**config.mk**
```make
export PLATFORM = sky130hd
export DESIGN_NAME = magic_device_arbiter
export DESIGN_NICKNAME = d
export VERILOG_FILES = /design/src/rtl/magic_device_arbiter_pkg.sv /design/src/rtl/magic_device_arbiter_rr_arbiter.sv /design/src/rtl/magic_device_arbiter.sv
export SDC_FILE = /design/constraint.sdc
export NUM_CORES = 1
export LEC_CHECK = 0
export ABC_AREA = 1
export BUFFER_PORTS_ARGS = -buffer_cell sky130_fd_sc_hd__buf_2
export CELL_PAD_IN_SITES_DETAIL_PLACEMENT = 1
export CELL_PAD_IN_SITES_GLOBAL_PLACEMENT = 2
export CORE_MARGIN = 4
export CORE_UTILIZATION = 24
export CTS_CLUSTER_DIAMETER = 80
export DETAILED_ROUTE_END_ITERATION = 12
export PLACE_DENSITY_LB_ADDON = 0.05
export SYNTH_ARGS = -nofsm -noshare
export SYNTH_HDL_FRONTEND = slang
export SYNTH_SLANG_ARGS = --single-unit
```
**constraint.sdc**
```tcl
create_clock -name clock -period 3.93 [get_ports clock]
set_clock_uncertainty 0.15 [all_clocks]
set_input_delay 0.1965 -clock clock [delete_from_list [all_inputs] [get_ports clock]]
set_output_delay 0.1965 -clock clock [all_outputs]
set_load 0.03 [all_outputs]
```
**src/rtl/magic_device_arbiter_pkg.sv**
```systemverilog
// Shared widths, FSM state encoding and the timeout fill word for magic_device_arbiter.
package magic_arb_pkg;
  localparam int SELECT_W = 12;
  localparam int DATA_W   = 64;

  localparam logic [DATA_W-1:0] TIMEOUT_DATA = 64'hDEAD_BEEF_DEAD_BEEF;

  typedef enum logic [1:0] {
    IDLE,
    WAIT,
    RESP
  } arb_state_e;
endpackage

```
**src/rtl/magic_device_arbiter_rr_arbiter.sv**
```systemverilog
// Combinational round-robin picker: the first set request at or after ptr, wrapping, wins.
module rr_arbiter #(
  parameter int NUM_REQ = 4,
  parameter int PTR_W   = $clog2(NUM_REQ)
) (
  input  logic [NUM_REQ-1:0] req,
  input  logic [PTR_W-1:0]   ptr,
  output logic [NUM_REQ-1:0] grant,
  output logic [PTR_W-1:0]   grant_idx,
  output logic               any
);
  // Outer loop walks priority order from ptr; inner loop maps that slot to a constant index.
  always_comb begin
    grant     = '0;
    grant_idx = '0;
    any       = 1'b0;
    for (int k = 0; k < NUM_REQ; k++) begin
      for (int i = 0; i < NUM_REQ; i++) begin
        if (!any && req[i] && (((int'(ptr) + k) % NUM_REQ) == i)) begin
          any       = 1'b1;
          grant[i]  = 1'b1;
          grant_idx = PTR_W'(i);
        end
      end
    end
  end
endmodule

```
**src/rtl/magic_device_arbiter.sv**
```systemverilog
// Round-robin sharing of the one-outstanding-read MagicDeviceBlackbox channel among NUM_REQ requesters.
// Define MAGIC_ARB_TIMEOUT_EN to build the WAIT watchdog that answers with TIMEOUT_DATA and resp_err.
module magic_device_arbiter
  import magic_arb_pkg::*;
#(
  parameter int NUM_REQ        = 4,
  parameter int TIMEOUT_CYCLES = 1024
) (
  input  logic                         clock,
  input  logic                         reset,
  input  logic [NUM_REQ-1:0]           req_valid,
  input  logic [NUM_REQ*SELECT_W-1:0]  req_select,
  output logic [NUM_REQ-1:0]           req_ready,
  output logic [NUM_REQ-1:0]           resp_valid,
  output logic [DATA_W-1:0]            resp_data,
  output logic                         resp_err,
  output logic                         busy,
  output logic [SELECT_W-1:0]          read_select,
  output logic                         read_ready,
  input  logic                         read_valid,
  input  logic [DATA_W-1:0]            read_data
);
  localparam int PTR_W = $clog2(NUM_REQ);

  arb_state_e          state;
  logic [PTR_W-1:0]    ptr;
  logic [PTR_W-1:0]    gid;
  logic [NUM_REQ-1:0]  grant;
  logic [PTR_W-1:0]    grant_idx;
  logic                any;
  logic [SELECT_W-1:0] sel_pick;
  logic [NUM_REQ-1:0]  gid_onehot;

  rr_arbiter #(
    .NUM_REQ (NUM_REQ),
    .PTR_W   (PTR_W)
  ) u_rr (
    .req       (req_valid),
    .ptr       (ptr),
    .grant     (grant),
    .grant_idx (grant_idx),
    .any       (any)
  );

  // Masked during reset so no requester believes it was accepted by a transaction that never starts.
  assign req_ready = (state == IDLE && !reset) ? grant : '0;
  assign busy      = (state != IDLE);

  always_comb begin
    sel_pick = '0;
    for (int i = 0; i < NUM_REQ; i++)
      if (grant[i]) sel_pick = req_select[i*SELECT_W +: SELECT_W];
  end

  always_comb begin
    gid_onehot = '0;
    for (int i = 0; i < NUM_REQ; i++)
      gid_onehot[i] = (gid == PTR_W'(i));
  end

`ifdef MAGIC_ARB_TIMEOUT_EN
  logic [31:0] wdog;
  logic        wdog_hit;
  assign wdog_hit = (wdog == 32'(TIMEOUT_CYCLES - 1));
`else
  assign resp_err = 1'b0;
`endif

  always_ff @(posedge clock) begin
    if (reset) begin
      state       <= IDLE;
      ptr         <= '0;
      gid         <= '0;
      read_select <= '0;
      read_ready  <= 1'b0;
      resp_valid  <= '0;
      resp_data   <= '0;
`ifdef MAGIC_ARB_TIMEOUT_EN
      resp_err    <= 1'b0;
      wdog        <= '0;
`endif
    end else begin
      resp_valid <= '0;
      case (state)
        IDLE: begin
          if (any) begin
            read_select <= sel_pick;
            gid         <= grant_idx;
            read_ready  <= 1'b1;
            state       <= WAIT;
`ifdef MAGIC_ARB_TIMEOUT_EN
            wdog        <= '0;
`endif
          end
        end
        WAIT: begin
          // Device data takes priority over a watchdog expiry in the same cycle.
          if (read_valid) begin
            resp_data  <= read_data;
            read_ready <= 1'b0;
            resp_valid <= gid_onehot;
            state      <= RESP;
`ifdef MAGIC_ARB_TIMEOUT_EN
            resp_err   <= 1'b0;
          end else if (wdog_hit) begin
            resp_data  <= TIMEOUT_DATA;
            resp_err   <= 1'b1;
            read_ready <= 1'b0;
            resp_valid <= gid_onehot;
            state      <= RESP;
          end else begin
            wdog       <= wdog + 32'd1;
`endif
          end
        end
        RESP: begin
          ptr   <= (gid == PTR_W'(NUM_REQ - 1)) ? '0 : gid + 1'b1;
          state <= IDLE;
        end
        default: state <= IDLE;
      endcase
    end
  end
endmodule

```
* Word level (Yosys, flattened, before mapping) *
Index checks and enable logic that the tools add are counted.

word-level totals
  logic and storage cells = 157
  input bits = 119
  bits in registers = 87

operators by class
  reduce and logical (&&, ||, !) cells = 64
  bitwise operators = 5
  multiplexer cells = 58
  equality and inequality tests = 19
  $add $sub $neg = 4

operator list
  operator                                                               number
  32-bit logical NOT                                                     4
  12-bit two-way mux                                                     4
  1-bit two-way mux                                                      34
  2-bit two-way mux                                                      17
  1-bit logical AND                                                      32
  3-bit equality test, second input constant                             6
  1-bit logical NOT                                                      16
  2-bit equality test, second input constant                             5
  3-bit by 2-bit equality test with 1-bit output, second input constant  3
  2-bit by 1-bit equality test with 1-bit output, second input constant  3
  2-bit AND reduction                                                    3
  2-bit OR reduction                                                     3
  2-bit by 1-bit adder with 2-bit output, second input constant          2
  2-bit adder, second input constant                                     2
  2-bit logical NOT                                                      2
  4-bit two-way mux                                                      1
  2-bit != test, second input constant                                   2
  2-bit one-hot mux with 2 select lines                                  1
  2-bit nonzero test                                                     2
  1-bit AND, first input constant                                        3
  3-bit AND reduction                                                    1
  3-bit OR reduction                                                     1
  1-bit NOT                                                              2
  1-bit one-hot mux with 2 select lines                                  1

* Logic depth before layout (Yosys ltp) *
  word-level depth = 65
  mapped depth = 17

* Cells and area by module *
From an unflattened synthesis, not the netlist that was laid out.

unflattened totals
  cell total of the unflattened synthesis = 563
  area, all modules = 3903.7 um^2

modules (own cells, without submodules)
  module                sequential area each (um^2)  times used  cells each  area each (um^2)
  magic_device_arbiter  1741.7                       1           494         3532.1
  rr_arbiter            0.0                          1           69          371.6

* Worst setup path after synthesis *
OpenSTA, ideal clock, no wires.

  path kind = register -> output
  start point = register ptr[1]
  end point = output port req_ready[2]
  arrival = 2.055 ns
  setup slack = 1.529 ns
  buffers on the path = 1
  cell stages (with the launch flop) = 12
  data required time = 3.584 ns
  cell sequence = dfxtp_1 -> inv_1 -> nand3_1 -> nand3_2 -> nor2_2 -> nand4_4 -> nor2_4 -> nand4_4 -> nor2_4 -> nand4_2 -> buf_2 -> a21oi_1

between the ends
  cells in the longest elaborated chain, start to end = 60
  elaborated cells on any way between the ends = 86
  classes of those cells = add/sub: 3; eq/ne: 11; mux: 19; bitwise: 3; reduce/logical: 50

RTL lines
  element                         RTL line                               RTL
  start, declared                 magic_device_arbiter.sv:26             logic [PTR_W-1:0] ptr;
  start signal, assigned          magic_device_arbiter.sv:117            ptr <= (gid == PTR_W'(NUM_REQ - 1)) ? '0 : gid + 1'b1;
  32-bit logical NOT              magic_device_arbiter_rr_arbiter.sv:19  if (!any && req[i] && (((int'(ptr) + k) % NUM_REQ) == i)) begin
  1-bit logical AND               magic_device_arbiter_rr_arbiter.sv:19
  1-bit two-way mux               magic_device_arbiter_rr_arbiter.sv:19
  1-bit logical NOT               magic_device_arbiter_rr_arbiter.sv:19
  1-bit logical AND (2 in a row)  magic_device_arbiter_rr_arbiter.sv:19
  1-bit two-way mux               magic_device_arbiter_rr_arbiter.sv:19
  1-bit logical NOT               magic_device_arbiter_rr_arbiter.sv:19
  1-bit logical AND (2 in a row)  magic_device_arbiter_rr_arbiter.sv:19
  [... 40 more ...]               -
  1-bit two-way mux               magic_device_arbiter_rr_arbiter.sv:19
  1-bit logical NOT               magic_device_arbiter_rr_arbiter.sv:19
  1-bit logical AND (2 in a row)  magic_device_arbiter_rr_arbiter.sv:19
  1-bit two-way mux               magic_device_arbiter_rr_arbiter.sv:19
  1-bit logical NOT               magic_device_arbiter_rr_arbiter.sv:19
  1-bit logical AND (2 in a row)  magic_device_arbiter_rr_arbiter.sv:19
  1-bit two-way mux *             magic_device_arbiter_rr_arbiter.sv:19
  4-bit two-way mux *             magic_device_arbiter.sv:46             assign req_ready = (state == IDLE && !reset) ? grant : '0;
  end, declared                   magic_device_arbiter.sv:13             output logic [NUM_REQ-1:0] req_ready,

Every way passes the cells marked *; elsewhere a longest branch is shown, timed or not.

* Worst setup path in the final report *
Same ends and word-level chain as after synthesis.

==> results.ini <==
[status]
status = complete, no violations

[global_routing]
grt_usage = 0.1562
grt_antenna_before_repair = 2
grt_pass1_vias = 4867
grt_overflow = 0
grt_pass1_wl_um = 23490
grt_max_degree = 67

[floorplan]
dieArea_um2 = 18600
num_rows = 46
fp.dieW_um = 136.4
die_y_um = 136.4
io_pins = 206
start_util = 0.2472
fp.coreArea_um2 = 16000

[pwr]
internal_power_w = 0.001679
clkPwrFrac = 0.346
p_sw_w = 0.0007748
power_frac_seq = 0.405
comb_power_share = 0.250
vdd_drop_max_mv = 0.1635
p_sw_frac = 0.3157
powerDensity_nw_per_um2 = 405.2
p_leak_nw = 3.242

[route]
via_per_inst = 4.276
vias = 4468
drt_iter0_drc = 114
routed_wl_um = 14770
drc = 0
drtPass1Iterations = 4
wl_per_cell_um = 14.14
drtAntennaViolNets = 0

[synth]
ys_warn_count = 0
synth_nets = 697
seq_area_frac_synth = 0.4404
ys_top_cells_by_area = dfxtp_1, nor2_1, o21ai_0, nand2_1, inv_1
syn_area_per_cell_um2 = 6.890
synthCells = 574
ys_seq_elements = 87
syn_area_um2 = 3955
yosysTopAreaCell = dfxtp_1
yosysTopAreaCellShare = 0.4404
ys_types = 29

[critical_path]
required_ns = 3.58
crit_fanout = 14
worst-setup-path-type = reg2out
reg2reg_depth = 16
rr_endpoint = read_select[0]
crit_path_start_kind = flop
r2r_setup_slack_ns = 1.35
arrival_ns = 2.56
worstSetupEndpointType = output pin
r2r_start = ptr[1]

[min_path]
hold-path-cell-count = 5
whs_endpoint = read_select[11]
holdCritStartpoint = req_select[47]
holdCritPathClass = in2reg

[timing]
slew_violations = 0
finalSetupTns_ns = 0
min_period_over_period = 0.7389
setup_viol = 0
slew_headroom = 0.1963
holdWs_ns = 0.01353
grt_setup_unrepaired = no
fin_crit_ns = 2.904
timing.fmax_mhz = 344.4
tightest_slew_ns = 1.206
hold_violations = 0

[placement]
gp_congestion = 0.8374
port_buffers = 204
dpl-instance-area_um2 = 5122
dpl.hpwl_um = 10550

[clocking]
post-cts-setup-buffer-count = 0
insertion_delay_ns = 0.33
cts_tree = built
path_clk_slew_ns = 0.06
cts-root-buf = clkbuf_16
cts.path.max_buffers = 2
h-tree-depth = 3
cts_hold_buf = 64
cts_buffers = 9
cts_resized = 0
clock_sinks = 87

[cells_and_area]
final_area_um2 = 6057
drive_above_1_share = 0.2971
syn_to_final_growth_pct = 53.15
nNetsFinal = 946
post-route-util = 0.3786
n_fill_cell = 2054

[run]
drv_cap = 0

## kinds of logic (layout without fill, tap and decap cells)
logic type,count (synthesis),after routing,synth area share
AO/OA/AOI/OAI,103,103,0.1319
flip-flops,87,87,0.4404
adder cells (fa/ha/maj),4,4,0.01265
other,1,2,0.0009482
AND/OR/NAND/NOR,281,281,0.3145
buffers and inverters,98,352,0.09965
## how the worst max path moves through the flow
stage                      start        endpoint  slack [ns]  cells after the start
after CTS                 ptr[1]    req_ready[2]        1.01                     11
after global placement    ptr[0]    req_ready[2]        1.49                     11
final                     ptr[1]    req_ready[2]        1.03                     11
after floorplan           ptr[1]    req_ready[2]        1.53                     11
after detailed placement  ptr[1]  read_select[2]        1.38                     16
after global routing      ptr[1]    req_ready[2]        0.79                     11
## metal layers
layer,vias to the layer above,part of all wire,track usage
li1,2285,-,-
met1,2003,0.42,0.1801
met2,146,0.47,0.2708
met3,32,0.075,0.04774
met4,2,0.029,0.05991
met5,-,0.00047,0
## per-stage QoR
step	total power [W]	std cells	worst slack [ns]
2_1_floorplan	0.001379	574	1.529
3_3_place_gp	0.001572	964	1.485
3_5_place_dp	0.001582	964	1.380
4_1_cts	0.002499	1044	1.008
5_1_grt	0.002594	1045	0.7913
6_report	0.002454	1045	1.026
## cell usage in the layout, fill, tap and decap left out, types with 4 or more instances in the layout
cell type / synthesis / layout
nand3_2: 11 / 11
o21ai_0: 67 / 67
inv_1: 64 / 62
nor2_1: 158 / 158
buf_2: 4 / 204
nand3_1: 12 / 12
dlygate4sd3_1: 0 / 64
clkbuf_16: 0 / 9
nand2_1: 79 / 79
nand4_1: 5 / 5
ha_1: 4 / 4
dfxtp_1: 87 / 87
a21oi_1: 33 / 33
## sequential cells by signal (all words and copies together), names as in the netlist
name	cells
gid	2
ptr	2
read_ready	1
read_select	12
resp_data	64
resp_valid	4
state	2
## final cells by class
type	count	area, um^2	area share
diodes	1	2.502	0.0004131
clock buffers	12	246.5	0.04069
inverters	66	250.2	0.04131
well taps	216	270.3	0.04462
clock inverters	4	45.04	0.007436
multi-input cells	389	1824	0.3012
repair buffers	270	1677	0.2768
flip-flops and latches	87	1742	0.2875
## synth_stat cells, drive strengths merged
| library cell | count |
|---|---|
| a211oi | 1 |
| a21oi | 34 |
| buf | 8 |
| clkbuf | 24 |
| conb | 1 |
| dfxtp | 87 |
| ha | 4 |
| inv | 66 |
| nand2 | 81 |
| nand3 | 23 |
| nand3b | 2 |
| nand4 | 8 |
| nor2 | 162 |
| nor3 | 5 |
| o21ai | 68 |
## power groups by stage
stage | registers (W) | logic [W] | clock network (W)
global route | 0.00100 | 0.000679 | 0.000912
global placement | 0.00101 | 0.000563 | 0
finish | 0.000993 | 0.000612 | 0.000849
CTS | 0.000994 | 0.000623 | 0.000883
detailed placement | 0.00101 | 0.000570 | 0
floorplan | 0.00115 | 0.000233 | 0
## worst max-delay path, cell delays in order, from the launching register on
cell and delay, ns:
dfxtp_1 0.42, inv_1 0.11, nand3_1 0.17, nand3_2 0.11, nor2_2 0.13, nand4_4 0.13
nor2_4 0.13, nand4_4 0.10, nor2_4 0.14, nand4_2 0.32, a21oi_1 0.25, buf_2 0.22
No activity file was read; power rests on OpenSTA's default activity.
